===== src/rtl/pipelined_cla_adder.sv =====
// pipelined_cla_adder: pipelined carry-lookahead adder/subtractor resolving one GROUP-bit lookahead group per stage
module pipelined_cla_adder #(
    parameter int WIDTH = 16,
    parameter int GROUP = 4
) (
    input  logic             clk,
    input  logic             rst,
    input  logic             in_valid,
    output logic             in_ready,
    input  logic [WIDTH-1:0] a,
    input  logic [WIDTH-1:0] b,
    input  logic             cin,
    input  logic             sub,
    output logic             out_valid,
    input  logic             out_ready,
    output logic [WIDTH-1:0] sum,
    output logic             cout,
    output logic             ovf
);
    localparam int STAGES = WIDTH / GROUP;

    logic adv;
    logic [WIDTH-1:0] st_a [STAGES];
    logic [WIDTH-1:0] st_b [STAGES];
    logic [WIDTH-1:0] st_s [STAGES];
    logic [WIDTH-1:0] in_a [STAGES];
    logic [WIDTH-1:0] in_b [STAGES];
    logic [WIDTH-1:0] in_s [STAGES];
    logic [WIDTH-1:0] nx_s [STAGES];
    logic [STAGES-1:0] st_c, st_v, in_c, in_v, nx_c;
    logic [GROUP-1:0] p, g;
    logic [GROUP:0] c;
    logic nx_o, ovf_r;

    // every carry is a flat sum of products of g, p and the group carry-in
    function automatic logic [GROUP:0] cla(input logic [GROUP-1:0] pp, input logic [GROUP-1:0] gg, input logic c0);
        logic [GROUP:0] cc;
        logic t;
        cc = '0;
        cc[0] = c0;
        for (int i = 0; i < GROUP; i++) begin
            cc[i+1] = gg[i];
            t = pp[i];
            for (int j = i - 1; j >= 0; j--) begin
                cc[i+1] = cc[i+1] | (t & gg[j]);
                t = t & pp[j];
            end
            cc[i+1] = cc[i+1] | (t & c0);
        end
        return cc;
    endfunction

    assign adv       = !(out_valid && !out_ready);
    assign in_ready  = adv;
    assign out_valid = st_v[STAGES-1];
    assign sum       = st_s[STAGES-1];
    assign cout      = st_c[STAGES-1];
    assign ovf       = ovf_r;

    always_comb begin
        in_a[0] = a;
        in_b[0] = sub ? ~b : b;
        in_c[0] = sub | cin;
        in_v[0] = in_valid;
        in_s[0] = '0;
        for (int k = 1; k < STAGES; k++) begin
            in_a[k] = st_a[k-1];
            in_b[k] = st_b[k-1];
            in_c[k] = st_c[k-1];
            in_v[k] = st_v[k-1];
            in_s[k] = st_s[k-1];
        end
        p = '0;
        g = '0;
        c = '0;
        nx_c = '0;
        nx_o = 1'b0;
        for (int k = 0; k < STAGES; k++) begin
            p = in_a[k][k*GROUP +: GROUP] ^ in_b[k][k*GROUP +: GROUP];
            g = in_a[k][k*GROUP +: GROUP] & in_b[k][k*GROUP +: GROUP];
            c = cla(p, g, in_c[k]);
            nx_s[k] = in_s[k];
            nx_s[k][k*GROUP +: GROUP] = p ^ c[GROUP-1:0];
            nx_c[k] = c[GROUP];
            nx_o = c[GROUP] ^ c[GROUP-1];
        end
    end

    always_ff @(posedge clk or posedge rst) begin
        if (rst) begin
            for (int k = 0; k < STAGES; k++) begin
                st_a[k] <= '0;
                st_b[k] <= '0;
                st_s[k] <= '0;
            end
            st_c  <= '0;
            st_v  <= '0;
            ovf_r <= 1'b0;
        end else if (adv) begin
            for (int k = 0; k < STAGES; k++) begin
                st_a[k] <= in_a[k];
                st_b[k] <= in_b[k];
                st_s[k] <= nx_s[k];
            end
            st_c  <= nx_c;
            st_v  <= in_v;
            ovf_r <= nx_o;
        end
    end
endmodule


===== config.mk =====
export PLATFORM = sky130hd
export DESIGN_NAME = pipelined_cla_adder
export DESIGN_NICKNAME = d
export VERILOG_FILES = /design/src/rtl/pipelined_cla_adder.sv
export SDC_FILE = /design/constraint.sdc
export NUM_CORES = 1
export LEC_CHECK = 0
export ABC_AREA = 1
export CAP_MARGIN = 20
export CELL_PAD_IN_SITES_DETAIL_PLACEMENT = 1
export CELL_PAD_IN_SITES_GLOBAL_PLACEMENT = 2
export CORE_AREA = 2 2 116 118
export CTS_CLUSTER_DIAMETER = 150
export DETAILED_ROUTE_END_ITERATION = 10
export DIE_AREA = 0 0 118 120
export MAX_ROUTING_LAYER = met4
export PLACE_DENSITY_LB_ADDON = 0.1
export SYNTH_ARGS = -nofsm -noshare
export SYNTH_HDL_FRONTEND = slang
export SYNTH_SLANG_ARGS = --single-unit
export TNS_END_PERCENT = 100

===== constraint.sdc =====
create_clock -name clk -period 8.8 [get_ports clk]
set_input_delay 2.2 -clock clk [delete_from_list [all_inputs] [get_ports clk]]
set_output_delay 2.2 -clock clk [all_outputs]
set_load 0.01 [all_outputs]

======== After elaboration in Yosys (flattened, before gate mapping) ========
Index checks and enable logic that the tools add are counted.
storage, ports and cells
  register bits ........................... 145
  input bits .............................. 38
  output and inout bits ................... 20
  logic and storage cells ................. 136
cells by class
  multiplexer cells ....................... 1
  bitwise operators ....................... 119
  reductions and logical operators ........ 3
operators by type and width
  cell                 number
  $and A1 B1 Y1        64
  $or A1 B1 Y1         41
  $xor A4 B4 Y4        8
  $and A4 B4 Y4        4
  $mux W16             1
  $not A16 Y16         1
  $logic_not A1 Y1     2
  $logic_and A1 B1 Y1  1
  $xor A1 B1 Y1        1

======== Depth between registers and ports, before layout ========
  depth after elaboration ................. 8
  gate-level depth with buffers ........... 12
  mapped depth without buffers ............ 10

======== Worst setup path after synthesis ========
No wires, ideal clock.
  kind .................................... input to output
  start ................................... input out_ready
  end ..................................... output in_ready
  arrival ................................. 2.647 ns
  slack ................................... 3.953 ns
  cell stages on the path ................. 4
  buffers on the path ..................... 2
  path through ............................ nor2_4 > inv_2 > buf_6 > buf_2
on the way
  cells in the longest elaborated chain, start to end .. 3
RTL lines
  what                 RTL line  RTL
  from (decl)          15        input logic out_ready,
  $logic_not A1 Y1     53        assign adv = !(out_valid && !out_ready);
  $logic_and A1 B1 Y1  53
  $logic_not A1 Y1     53
  to (decl)            9         output logic in_ready,
Every way passes these cells.

======== Worst setup path in the final report ========
Same ends and word-level chain as after synthesis.

==> results.ini <==
[worst_setup_path]
rr_startpoint = st_v[3]$_DFFE_PP0N_
cpMostUsedCell = clkdlybuf4s50_1
cp_max_fo = 83
slowest_stage = clkdlybuf4s50_1
crit_start = out_ready
reg2reg_setup_slack_ns = 6.99
worstPathCellList = clkdlybuf4s50_1 -> nor2_4 -> inv_2 -> buf_4 -> clkdlybuf4s50_1
crit_type = in2out
end_kind = output pin
crit_required_ns = 6.60
crit_arrival_ns = 4.13
worst_setup_path_start_kind = input port
cp_num_buf_inv = 4
path_delay_family = buffers and inverters
cpPeakStageDelay_ns = 0.68

[place]
dp_hpwl_um = 6270
io_buffers = 57
place_ws_ns = 2.44
gp_congestion = 0.772
postPlaceCellArea_um2 = 5220

[timing]
layout_setup_ws_ns = 2.47
setup_violations = 0
tns_ns = 0
clock-skew-final_ns = 0.00683
fmax_mhz = 158
final.min_clock_period_ns = 6.33
finalMaxSlewViolations = 0
relSlewSlack_pct = 28.2
min_period_over_period_pct = 72.0
hold_viol = 0
tightest_slew_ns = 1.07
grt_setup_unrepaired = false

[power_and_ir_drop]
p_sw_mw = 0.694
switching_share_pct = 36.0
p_int_mw = 1.23
leakagePower_nw = 2.70
seq_power_share_pct = 39.2
ir_drop_v = 0.000121
power_mw = 1.93
comb_power_share_pct = 37.7
p_per_area_nw_per_um2 = 347
p_clk_share_pct = 23.0

[global_route]
antenna_found_initial = 0
grt_pass1_vias = 3551
grt_util_met2_pct = 24.2
grt_start_max_net_pins = 112
overflow = 0
gr-usage-met1_pct = 19.2
grt_use_total_pct = 15.2
met3_usage_pct = 3.18
grt-busiest-layer = met2
grt_first_pass_wirelength_um = 16800

[logic_synthesis]
synth_seq_cells = 97
syn_avg_cell_area_um2 = 8.89
syn_inst = 515
synth-seq-area-share_pct = 53.0
syn_nets = 575
yosys_warnings = 0
ys_types = 26
syn-cell-area_um2 = 4580

[route]
num_vias = 3414
finalWirelength_um = 9540
drt_iter0_markers = 125
firstDrtPassIters = 4
drtAntennaViolNets = 0
wl_per_cell_um = 12.8
drcViolationCount = 0
via_per_inst = 4.59

[clock_network]
postCtsHoldBufs = 0
cts_tree = built
path_clk_slew_ns = 0.07
cts_root_buffer = clkbuf_16
post-cts-setup-buffers = 0
clk_latency_ns = 0.34
cts-buffers-inserted = 9
cts_max_level = 3
cts_resized = 0
cts_buffer_depth = 2
cts_sinks = 97

[worst_hold_path]
hold_start = st_v[2]$_DFFE_PP0N_
hp-class = reg2reg

[floorplan]
die_w_um = 118
dieArea_um2 = 14200
fp.dieH_um = 120
fp-row-count = 42
coreArea_um2 = 13000
ios = 58
start_util_pct = 35.3

[layout]
area_growth_pct = 21.4
antenna_cells = 0
layout.nets = 623
stdcell_area_um2 = 5560
drive_above_1_share_pct = 4.41

[run_status]
status = finished, final reports clean

[flow_run]
cap_violations = 0

path summary, 6_finish.rpt:
check / endpoint / depth (start not counted)
setup / recovery: in_ready / 5
hold reg to reg: st_v[3]$_DFFE_PP0N_ / 2
min in group asynchronous: sum[10]$_DFFE_PP0N_ / 2
max in group asynchronous: sum[14]$_DFFE_PP0N_ / 3
hold / removal: st_v[3]$_DFFE_PP0N_ / 2
setup reg to reg: in_b[42]$_DFFE_PP0N_ / 4
placed cells by master (no fill, tap or decap), types with 2 or more instances in the layout:
| cell type | n |
|---|---|
| clkinvlp_4 | 2 |
| nor2_4 | 2 |
| bufinv_16 | 3 |
| clkdlybuf4s50_1 | 57 |
| ha_1 | 18 |
| clkbuf_16 | 9 |
| fa_1 | 4 |
| o21ai_0 | 40 |
| dfrtp_1 | 97 |
| nand3_2 | 2 |
| xnor2_1 | 16 |
| or2_1 | 2 |
| buf_4 | 3 |
| nor2_1 | 9 |
| nand2_1 | 216 |
| nand3_1 | 20 |
| nand4_1 | 5 |
| o21ai_1 | 4 |
| a21oi_1 | 12 |
| inv_1 | 31 |
| xor2_1 | 4 |
| nand3b_1 | 5 |
stage by stage:
stage,util [%],cells,hold slack [ns]
detailed placement,40.2,728,0.444
floorplan,-,515,0.420
finish,42.8,743,0.458
global placement,40.2,728,0.432
global route,42.8,743,0.499
CTS,42.8,743,0.460
flip-flops by register name (all words and copies together) (netlist names):
register and flops:
in_b 24, in_s 24, st_c 4, sum 16, st_v 4, in_a 24
ovf 1
cell usage after synthesis:
library cell | count | share of area, %
o21ai_0 | 40 | 4.4
xor2_1 | 4 | 0.76
buf_4 | 10 | 1.6
clkbuf_1 | 3 | 0.25
ha_1 | 18 | 4.9
nand3_1 | 20 | 2.2
nor2_4 | 2 | 0.49
xnor2_1 | 16 | 3.1
o21ai_1 | 4 | 0.44
nand3b_1 | 5 | 0.82
buf_6 | 4 | 0.98
inv_1 | 32 | 2.6
nand2_1 | 216 | 18
buf_8 | 1 | 0.33
o22ai_1 | 1 | 0.14
inv_2 | 1 | 0.082
a31oi_2 | 1 | 0.27
fa_1 | 4 | 1.7
a21oi_1 | 12 | 1.3
or2_1 | 2 | 0.27
nand3_2 | 2 | 0.44
nor2_1 | 9 | 0.74
dfrtp_1 | 97 | 53
nand4_1 | 5 | 0.68
buf_2 | 5 | 0.55
o21ai_2 | 1 | 0.19
tightest hold or removal path, delay by kind of cell (launching register included):
kind | cells | cell delay, ns
buf+inv | 1 | 0.05
flops | 1 | 0.33
simple gates | 1 | 0.05
layer usage:
layer / routed length [um] / share of wire, %
met1: 4610 / 48
met2: 4460 / 47
met3: 323 / 3.4
met4: 144 / 1.5
met5: 0 / 0
area by class of cell:
type | instances | area [um2]
clock buffer | 10 | 229
clock inverter | 5 | 105
fill | 1537 | 7420
inverter | 33 | 126
multi-input combinational | 362 | 1860
sequential | 97 | 2430
tap | 176 | 220
timing repair buffer | 60 | 593
power by group through the flow:
stage,Sequential (mW),Combinational [mW],Clock [mW]
final,0.756,0.727,0.444
after global routing,0.786,0.851,0.477
after CTS,0.761,0.741,0.459
after detailed placement,0.768,0.735,0
after global placement,0.761,0.715,0
after floorplan,0.757,0.510,0
kinds of logic after synthesis:
kind of cell / Yosys count / synth area share (%)
compound gates: 59 / 6.72
xor+xnor: 20 / 3.82
fa+ha+maj: 22 / 6.67
buf+inv: 56 / 6.45
flops: 97 / 53.0
simple gates: 261 / 23.3
(Power assumes the default switching activity.)
